`config.mk`:
```
export PLATFORM = sky130hd
export DESIGN_NAME = sdram_write_buffer
export DESIGN_NICKNAME = d
export VERILOG_FILES = /design/src/rtl/sdram_write_buffer.sv
export SDC_FILE = /design/constraint.sdc
export NUM_CORES = 1
export LEC_CHECK = 0
export CORE_MARGIN = 4
export CORE_UTILIZATION = 35
export DETAILED_ROUTE_END_ITERATION = 7
export PLACE_DENSITY_LB_ADDON = 0.15
export SLEW_MARGIN = 40
export SYNTH_ARGS = -nofsm -noshare
export SYNTH_HDL_FRONTEND = slang
export SYNTH_SLANG_ARGS = --single-unit
```
`constraint.sdc`:
```
create_clock -name clk -period 3.9 [get_ports clk]
set_input_delay 0.78 -clock clk [delete_from_list [all_inputs] [get_ports clk]]
set_output_delay 0.78 -clock clk [all_outputs]
set_load 0.005 [all_outputs]
```
`src/rtl/sdram_write_buffer.sv`:
```
// sdram_write_buffer: posted-write FIFO between a CPU and an SDRAM controller, four-phase handshakes on both sides.
// Optional macro SDRAM_WRITE_BUFFER_READ_BYPASS_EN lets reads overtake pending writes to other addresses.
`default_nettype none

module sdram_write_buffer #(
  parameter int DATA_WIDTH    = 32,
  parameter int ADDRESS_WIDTH = 21,
  parameter int DEPTH         = 4
) (
  input  logic                     clk,
  input  logic                     reset,
  input  logic [ADDRESS_WIDTH-1:0] cpu_address,
  input  logic [DATA_WIDTH-1:0]    cpu_data_in,
  output logic [DATA_WIDTH-1:0]    cpu_data_out,
  input  logic                     cpu_req,
  input  logic [DATA_WIDTH/8-1:0]  cpu_nwr,
  output logic                     cpu_ack,
  output logic [ADDRESS_WIDTH-1:0] mem_address,
  output logic [DATA_WIDTH-1:0]    mem_data_out,
  output logic [DATA_WIDTH/8-1:0]  mem_nwr,
  output logic                     mem_req,
  input  logic [DATA_WIDTH-1:0]    mem_data_in,
  input  logic                     mem_ack
);

  localparam int PW = $clog2(DEPTH);
  localparam int CW = PW + 1;
  localparam int BW = DATA_WIDTH / 8;
  localparam logic [CW-1:0] FULL = CW'(DEPTH);

  localparam logic [1:0] IDLE    = 2'd0;
  localparam logic [1:0] WR_REQ  = 2'd1;
  localparam logic [1:0] RD_REQ  = 2'd2;
  localparam logic [1:0] RELEASE = 2'd3;

  logic [ADDRESS_WIDTH-1:0] addr_mem [DEPTH];
  logic [DATA_WIDTH-1:0]    data_mem [DEPTH];
  logic [BW-1:0]            nwr_mem  [DEPTH];

  logic [1:0]    state;
  logic [CW-1:0] count;
  logic [PW-1:0] wr_ptr;
  logic [PW-1:0] rd_ptr;

  logic cpu_is_write;
  logic push;
  logic pop;
  logic read_ok;
  logic rd_start;
  logic rd_done;

  assign cpu_is_write = (cpu_nwr != '1);
  // Full check uses the registered count, so a same-cycle pop never admits a push.
  assign push     = cpu_req && !cpu_ack && cpu_is_write && (count < FULL);
  assign pop      = (state == WR_REQ) && mem_ack;
  assign rd_done  = (state == RD_REQ) && mem_ack;
  assign rd_start = (state == IDLE) && !mem_ack && cpu_req && !cpu_ack
                    && !cpu_is_write && read_ok;

`ifdef SDRAM_WRITE_BUFFER_READ_BYPASS_EN
  logic [DEPTH-1:0] hit;

  // An entry is live when its distance from the read pointer is below count.
  for (genvar i = 0; i < DEPTH; i++) begin : g_match
    logic [PW-1:0] offset;
    assign offset = PW'(i) - rd_ptr;
    assign hit[i] = ({1'b0, offset} < count) && (addr_mem[i] == cpu_address);
  end

  assign read_ok = (count == '0) || (hit == '0);
`else
  assign read_ok = (count == '0);
`endif

  always_ff @(posedge clk) begin
    if (push) begin
      addr_mem[wr_ptr] <= cpu_address;
      data_mem[wr_ptr] <= cpu_data_in;
      nwr_mem[wr_ptr]  <= cpu_nwr;
    end
  end

  always_ff @(posedge clk or posedge reset) begin
    if (reset) begin
      state        <= IDLE;
      count        <= '0;
      wr_ptr       <= '0;
      rd_ptr       <= '0;
      cpu_ack      <= 1'b0;
      cpu_data_out <= '0;
      mem_req      <= 1'b0;
      mem_address  <= '0;
      mem_data_out <= '0;
      mem_nwr      <= '1;
    end else begin
      if (push && !pop) begin
        count <= count + 1'b1;
      end else if (pop && !push) begin
        count <= count - 1'b1;
      end
      if (push) begin
        wr_ptr <= wr_ptr + 1'b1;
      end
      if (pop) begin
        rd_ptr <= rd_ptr + 1'b1;
      end

      if (!cpu_req) begin
        cpu_ack <= 1'b0;
      end else if (push || rd_done) begin
        cpu_ack <= 1'b1;
      end
      if (rd_done) begin
        cpu_data_out <= mem_data_in;
      end

      case (state)
        // Never start a request while the controller still shows ack, including after reset.
        IDLE: begin
          if (!mem_ack) begin
            if (rd_start) begin
              state       <= RD_REQ;
              mem_req     <= 1'b1;
              mem_address <= cpu_address;
              mem_nwr     <= '1;
            end else if (count != '0) begin
              state        <= WR_REQ;
              mem_req      <= 1'b1;
              mem_address  <= addr_mem[rd_ptr];
              mem_data_out <= data_mem[rd_ptr];
              mem_nwr      <= nwr_mem[rd_ptr];
            end
          end
        end
        WR_REQ, RD_REQ: begin
          if (mem_ack) begin
            mem_req <= 1'b0;
            state   <= RELEASE;
          end
        end
        RELEASE: begin
          if (!mem_ack) begin
            state <= IDLE;
          end
        end
        default: state <= IDLE;
      endcase
    end
  end

endmodule

`default_nettype wire
```
Yosys cells after proc, flatten, opt, wreduce, memory -nomap -nowiden
Memory sizes are Yosys's and may differ from the RTL's. A register that Yosys moved wholly into a read port is not among the register bits.
Cells that the tools add are included.
- add/subtract/negate cells: 4
- reductions and logical operators: 29
- equal/unequal tests: 9
- magnitude comparators: 1
- bitwise operators: 2
- multiplexer cells: 21
- operator list (kind ; number):
    21-bit two-way mux ; 2
    1-bit logical AND ; 12
    4-bit AND reduction ; 3
    2-bit two-way mux ; 5
    1-bit two-way mux ; 8
    4-bit two-way mux ; 2
    3-bit two-way mux ; 2
    2-bit != test (second input constant) ; 3
    2-bit one-hot mux with 3 select lines ; 1
    2-bit nonzero test ; 3
    1-bit logical NOT ; 5
    2-bit by 1-bit adder with 2-bit output (second input constant) ; 2
    2-bit == test (second input constant) ; 2
    4-bit != test (second input constant) ; 1
    3-bit by 1-bit adder with 3-bit output (second input constant) ; 1
    3-bit logical NOT ; 1
    3-bit < comparator (second input constant) ; 1
    3-bit by 2-bit != test with 1-bit output (second input constant) ; 1
    3-bit AND reduction ; 1
    3-bit nonzero test ; 1
    3-bit by 1-bit subtractor with 3-bit output (second input constant) ; 1
    2-bit by 1-bit == test with 1-bit output (second input constant) ; 1
    2-bit logical NOT ; 1
    2-bit by 1-bit != test with 1-bit output (second input constant) ; 1
    4 further kinds ; 5
- logic and storage cells: 78
- input port bits: 93
- register bits: 68
- output and inout bits: 91
- RAM bits: 228
- memories kept: 3
- memories (memory ; words ; width ; rd ports ; clocked after memory_dff ; wr ports ; line ; RTL):
    data_mem ; 4 ; 32 ; 1 ; 1 ; 1 ; 37 ; logic [DATA_WIDTH-1:0] data_mem [DEPTH];
    addr_mem ; 4 ; 21 ; 1 ; 0 ; 1 ; 36 ; logic [ADDRESS_WIDTH-1:0] addr_mem [DEPTH];
    nwr_mem ; 4 ; 4 ; 1 ; 0 ; 1 ; 38 ; logic [BW-1:0] nwr_mem [DEPTH];

Logic depth before layout (Yosys ltp)
Gate-level depths: netlist of the first run.
- depth in word-level cells: 9
- gate-level depth with buffers: 9
- mapped depth without buffers: 9

Least setup slack after synthesis of the first run
No wires, ideal clock.
- path kind: input to register
- start point: input port cpu_nwr[3]
- end point: memory addr_mem[0][0] (enable)
- data arrival time: 2875 ps
- stages on the path: 4
- data required time: 3479 ps
- path buffers: 1
- slack: 604 ps
- library setup time: 421 ps
- path through: nand4_1 nor4bb_1 clkbuf_1 and2_1
- word-level cells in the longest chain between the ends: 5
- RTL lines (item ; line ; RTL):
    start, declared ; 16 ; input logic [DATA_WIDTH/8-1:0] cpu_nwr,
    4-bit != test ; 52 ; assign cpu_is_write = (cpu_nwr != '1);
    1-bit logical AND (2 in series) ; 54 ; assign push = cpu_req && !cpu_ack && cpu_is_write && (count < FULL);
    net push ; 46 ; logic push;
    1-bit two-way mux ; 76 ; if (push) begin
    1-bit two-way mux (not written as such) ; 77 ; addr_mem[wr_ptr] <= cpu_address;
    end, declared ; 36 ;
The timed path passes the listed nets, and every way through them passes these cells.

Final worst setup path of the first run
- start point: input port cpu_nwr[1]
- end point: memory nwr_mem[1][0] in the netlist's numbering (enable)
- word-level cells in the longest chain between the ends: 5
- RTL lines (item ; line ; RTL):
    4-bit != test ; 52 ;
    1-bit logical AND (2 in series) ; 54 ;
    1-bit two-way mux ; 76 ;
    1-bit two-way mux (not written as such) ; 79 ; nwr_mem[wr_ptr] <= cpu_nwr;
    end, declared ; 38 ;
No other way between the ends.

==> results.json, run 1 <==
{
  "syn_to_final_growth_pct": 30.0,
  "clk_latency_ns": 0.51,
  "path_clk_slew_ns": 0.06,
  "fp.dieH_um": 196,
  "synth_nets": 775,
  "post-route-drc-count": 0,
  "cts-root-buf": "clkbuf_16",
  "num_vias": 6486,
  "first_global_vias": 7060,
  "crit_required_ns": 4.10,
  "num-nets-final": 987,
  "synth_edf_count": 228,
  "power.density_nw_per_um2": 726,
  "critPathCaptureType": "flip-flop",
  "crit_family": "simple AND/OR/NAND/NOR gates",
  "dr.pass1.iters": 4,
  "stdcell_count": 1365,
  "hold_path_class": "reg2reg",
  "worst_pin_slew_ns": 0.763,
  "cp-start-kind": "input pin",
  "crit_chain": "clkdlybuf4s50_1 -> nand4_1 -> nor4bb_1 -> buf_4 -> and2_4 -> buf_4",
  "grt_max_degree": 52,
  "io_pins": 184,
  "max_freq_mhz": 365,
  "reg2reg_from": "state[0]$_DFFE_PP0P_",
  "final.setup.tns_ns": 0,
  "ys_seq_area_share_pct": 75.6,
  "gp_congestion": 0.692,
  "cts_buffers": 36,
  "place_area_sq_um": 14900,
  "cp.buffers_inverters": 3,
  "drive_gt1_share_pct": 20.5,
  "cp-startpoint": "cpu_nwr[1]",
  "coreArea_sq_um": 34700,
  "netlist.area_leader.share_pct": 55.3,
  "cts_hold_buf": 0,
  "grt_use_met1_pct": 20.2,
  "synth.most_common_cell": "edfxtp_1",
  "post_synth_num_cell_types": 35,
  "slew_headroom_pct": 48.8,
  "grt_pass1_wl_um": 43300,
  "cp.arrival_ns": 2.93,
  "drv_cap": 0,
  "port_buffers": 183,
  "synthCells": 671,
  "grt_use_total_pct": 14.6,
  "finalMaxSlewViolations": 0,
  "postCtsSetupBuffers": 0,
  "post_cts_resized": 0,
  "ys_seq_elements": 328,
  "power_mw": 11.7,
  "cts_tree": "built",
  "htree_num_levels": 2,
  "async_flop_share_pct": 30.5,
  "synth_top_cells_by_count": "228 x edfxtp_1, 136 x nand2_1, 96 x dfrtp_1, 57 x mux4_2, 34 x mux2_2",
  "finalCritPeriodShare_pct": 70.2,
  "crit_top_cell": "buf_4",
  "die_x_um": 196,
  "cts_sinks": 328,
  "synth_top_area_cell": "edfxtp_1",
  "top_usage_layer": "met2",
  "placementRows": 68,
  "wl_per_cell_um": 20.4,
  "antenna_left": 0,
  "synthFlopType": "edfxtp_1",
  "cts_buffer_depth": 3,
  "crit_path_top_delay_cell": "clkdlybuf4s50_1",
  "preCtsSetupSlack_ns": 0.535,
  "design_area_sq_um": 16100,
  "synth_area_leaders": "edfxtp_1 55%, dfrtp_1 19%, mux4_2 10%",
  "slowest_delay_ns": 0.50,
  "yosysWarnings": 0,
  "layout_setup_ws_ns": 1.16,
  "drt_iter0_markers": 292,
  "fin_crit_ns": 2.74,
  "grt.overflow.total": 0,
  "wl_um": 27900,
  "grtUsageMet3_pct": 2.95,
  "peakVddDrop_mv": 0.359,
  "vias_per_cell": 4.75,
  "hold_start": "mem_data_out[27]$_DFFE_PP0P_",
  "clock_skew_ns": 0.0239,
  "start_util_pct": 35.6,
  "use_met2_pct": 23.7,
  "status": "finished clean",
  "crit_type": "in2reg",
  "syn_area_per_cell_sq_um": 18.4,
  "p_leak_nw": 5.89,
  "syn-cell-area_sq_um": 12400,
  "post-place-cells": 1300,
  "rsz0062_at_grt": "false",
  "finalSetupViolCount": 0,
  "cp_max_fo": 17,
  "dpl.hpwl_um": 17600,
  "dieArea_sq_um": 38400,
  "hold_viol_final": 0,
  "num_antenna_cells": 0,
  "antenna_found_initial": 0
}
==> layout by cell type (no fill, tap or decap), types with 5 or more instances in the layout <==
cell	Yosys	routed
edfxtp_1	228	228
clkdlybuf4s50_1	0	183
nand2_1	136	136
dfrtp_1	96	94
mux4_2	57	57
clkbuf_16	0	38
mux2_2	34	34
a22oi_1	18	18
buf_4	3	15
ha_1	10	10
clkinv_2	0	9
inv_1	8	7
buf_12	0	7
mux2i_1	6	6
clkbuf_1	14	6
clkbuf_8	0	6
nor2_1	6	5
==> worst min-delay path, stage by stage, from the launching register on <==
cell and delay (ns):
dfrtp_1 0.34, nand2_1 0.05, nand2_1 0.05
==> path summary, 6_finish.rpt <==
| path | depth (start not counted) | endpoint | slack, ns |
|---|---|---|---|
| min reg2reg | 2 | mem_data_out[27]$_DFFE_PP0P_ | 0.47 |
| min | 2 | mem_data_out[27]$_DFFE_PP0P_ | 0.47 |
| max in group asynchronous | 3 | mem_nwr[3]$_DFFE_PP1P_ | 2.49 |
| max | 6 | nwr_mem[1][0]$_DFFE_PP_ | 1.16 |
| max reg2reg | 7 | mem_data_out[28]$_DFFE_PP0P_ | 1.69 |
| min in group asynchronous | 2 | mem_data_out[7]$_DFFE_PP0P_ | 0.70 |
==> power by group <==
group	switching, mW	internal (mW)
combinational	1.35	1.97
sequential	0.499	4.57
clock	1.33	1.96
total	3.18	8.49
==> cell families (layout without fill, tap and decap cells) <==
group           Yosys count  after routing  synth area share [%]
flops                   328            328                  75.6
compound gates           32             32                  1.92
buf+inv                  39            278                  1.47
fa+ha+maj                11             11                  1.17
mux                      97             97                  14.0
simple gates            158            158                  5.44
xor+xnor                  6              6                 0.425
==> sequential cells by signal, summed over array words and instances, names as in the netlist, 3 cells and up <==
register / count
addr_mem: 84
count: 3
cpu_data_out: 32
data_mem: 128
mem_address: 21
mem_data_out: 32
mem_nwr: 4
nwr_mem: 16
==> per-layer routing <==
layer	vias up	routed length, um
li1	2967	-
met1	3297	12500
met2	184	13200
met3	38	1590
met4	0	536
met5	-	0
==> cell type report <==
class	count	area (sq um)
clock inverter	15	110
clock buffer	50	1060
fill	3021	18600
timing repair buffer	205	2080
multi-input combinational	304	2860
inverter	8	35.0
tap	455	569
sequential	328	9360
==> through the flow <==
stage                     hold WS, ns  util, %
after detailed placement        0.463     42.9
after CTS                       0.478     46.3
after global routing            0.500     46.3
final                           0.474     46.3
after global placement          0.461     42.9
after floorplan                 0.470        -
No activity file was read; power rests on OpenSTA's default activity.
==> run 2: changes to the inputs <==
- clock period: 3.9 -> 2.5 ns (I/O delays scaled with it)
==> results.json, run 2 (synthesis results as in run 1) <==
{
  "status": "finished clean",
  "postCtsSetupBuffers": 0,
  "cts_buffers": 37,
  "reg.largest.list": "data_mem (128), addr_mem (84)",
  "hold_viol_final": 0,
  "coreArea_sq_um": 34700,
  "placementRows": 68,
  "post-route-drc-count": 0,
  "cts-root-buf": "clkbuf_16",
  "seqPwrFrac_pct": 42.0,
  "critPathCaptureType": "flip-flop",
  "rsz0062_at_grt": "false",
  "worst_pin_slew_ns": 0.701,
  "grt.overflow.total": 0,
  "cts_buffer_depth": 3,
  "cp_max_fo": 2,
  "max_freq_mhz": 464,
  "hold_start": "mem_data_out[19]$_DFFE_PP0P_",
  "layout_setup_ws_ns": 0.344,
  "hold_path_class": "reg2reg",
  "power.density_nw_per_um2": 1120,
  "finalSetupViolCount": 0,
  "timing.reg2reg.setup_slack_ns": 0.49,
  "clock_skew_ns": 0.00925,
  "crit_required_ns": 2.92,
  "cp-start-kind": "input pin",
  "num_antenna_cells": 0,
  "seq_area_sq_um": 9360,
  "power.share.switching_pct": 26.6,
  "finalCritPeriodShare_pct": 86.3,
  "grt_use_total_pct": 14.5,
  "largest_register_ffs": 128,
  "crit_type": "in2reg",
  "gp_congestion": 0.702,
  "multi_input_area_sq_um": 2860,
  "io_pins": 184,
  "cts_tree": "built",
  "fillers": 3021,
  "final_common_cell": "edfxtp_1",
  "layout_common_cells": "228 x edfxtp_1, 183 x clkdlybuf4s50_1, 136 x nand2_1, 94 x dfrtp_1, 57 x mux4_2",
  "drt_iter0_markers": 328,
  "fp.dieH_um": 196,
  "finalMaxSlewViolations": 0,
  "wl_um": 27600,
  "syn_to_final_growth_pct": 33.3,
  "wl_per_cell_um": 19.9,
  "vias_per_cell": 4.72,
  "slew_headroom_pct": 52.9,
  "fin_crit_ns": 2.16,
  "preCtsSetupSlack_ns": -0.186,
  "post_cts_resized": 0,
  "antenna_found_initial": 0,
  "first_global_vias": 7228,
  "cts_hold_buf": 0,
  "htree_num_levels": 2,
  "clk_latency_ns": 0.50,
  "dr.pass1.iters": 6,
  "num_vias": 6561,
  "cts_sinks": 328,
  "peakVddDrop_mv": 0.480,
  "power_frac_clock_pct": 27.8,
  "grt_max_degree": 101,
  "die_x_um": 196,
  "path_clk_slew_ns": 0.06,
  "port_buffers": 183,
  "power_frac_comb_pct": 30.2,
  "whs_ns": 0.475,
  "cp-startpoint": "cpu_nwr[3]",
  "p_leak_nw": 6.06,
  "rr_worst_depth": 7,
  "p_int_mw": 13.6,
  "dieArea_sq_um": 38400,
  "switchingPower_mw": 4.93,
  "holdPathStages": 2,
  "antenna_left": 0,
  "largest_register": "data_mem",
  "cp.arrival_ns": 2.57,
  "num-nets-final": 1012,
  "start_util_pct": 35.6,
  "drv_cap": 0,
  "drive_gt1_share_pct": 21.9,
  "reg2reg_from": "cpu_ack$_DFFE_PP0P_",
  "dpl.hpwl_um": 18100,
  "grt_pass1_wl_um": 43400
}
## run 2: power groups by stage
| stage | clock [mW] | combinational, mW | sequential (mW) |
|---|---|---|---|
| floorplan | 0 | 2.93 | 7.73 |
| global placement | 0 | 5.70 | 7.90 |
| detailed placement | 0 | 5.73 | 7.91 |
| CTS | 5.33 | 5.75 | 7.82 |
| global route | 5.60 | 6.11 | 7.94 |
| finish | 5.16 | 5.59 | 7.79 |
## run 2: area by class of cell
class | instances | area share [%]
Sequential cell | 328 | 56.8
Multi-Input combinational cell | 304 | 17.3
Timing Repair Buffer | 229 | 15.2
Clock buffer | 52 | 6.26
Tap cell | 455 | 3.45
Clock inverter | 13 | 0.820
Inverter | 8 | 0.205
## run 2: layer usage
metal | track usage [%] | routed length (um) | vias to the layer above
met2 | 23.7 | 13200 | 180
met1 | 20.2 | 12400 | 3323
met4 | 3.39 | 468 | 0
met5 | 0 | 0 | -
met3 | 2.95 | 1540 | 35
li1 | - | - | 3023
## run 2: final timing paths
kind / endpoint
max in group asynchronous: rd_ptr[0]$_DFFE_PP0P_
hold reg to reg: mem_data_out[19]$_DFFE_PP0P_
setup / recovery: count[2]$_DFFE_PP0P_
min in group asynchronous: cpu_data_out[9]$_DFFE_PP0P_
setup reg to reg: count[2]$_DFFE_PP0P_
hold / removal: mem_data_out[19]$_DFFE_PP0P_
## run 2: per-stage QoR
step                      TNS (ns)  utilization, %  cells  power (mW)  cell area [sq um]
after floorplan                  0               -    671        10.7              12400
after global placement       -5.40            44.1   1324        13.6              15300
after detailed placement     -2.03            44.1   1324        13.6              15300
after CTS                        0            47.5   1389        18.9              16500
after global routing             0            47.5   1389        19.6              16500
final                            0            47.5   1389        18.5              16500
## run 2: worst max-delay path, stage by stage
cell             delay [ns]
clkdlybuf4s50_1        0.42
nand4_1                0.19
nor4bb_1               0.36
ha_1                   0.25
inv_1                  0.06
fa_1                   0.38
xor2_1                 0.17
nor2_1                 0.11
xor2_1                 0.14
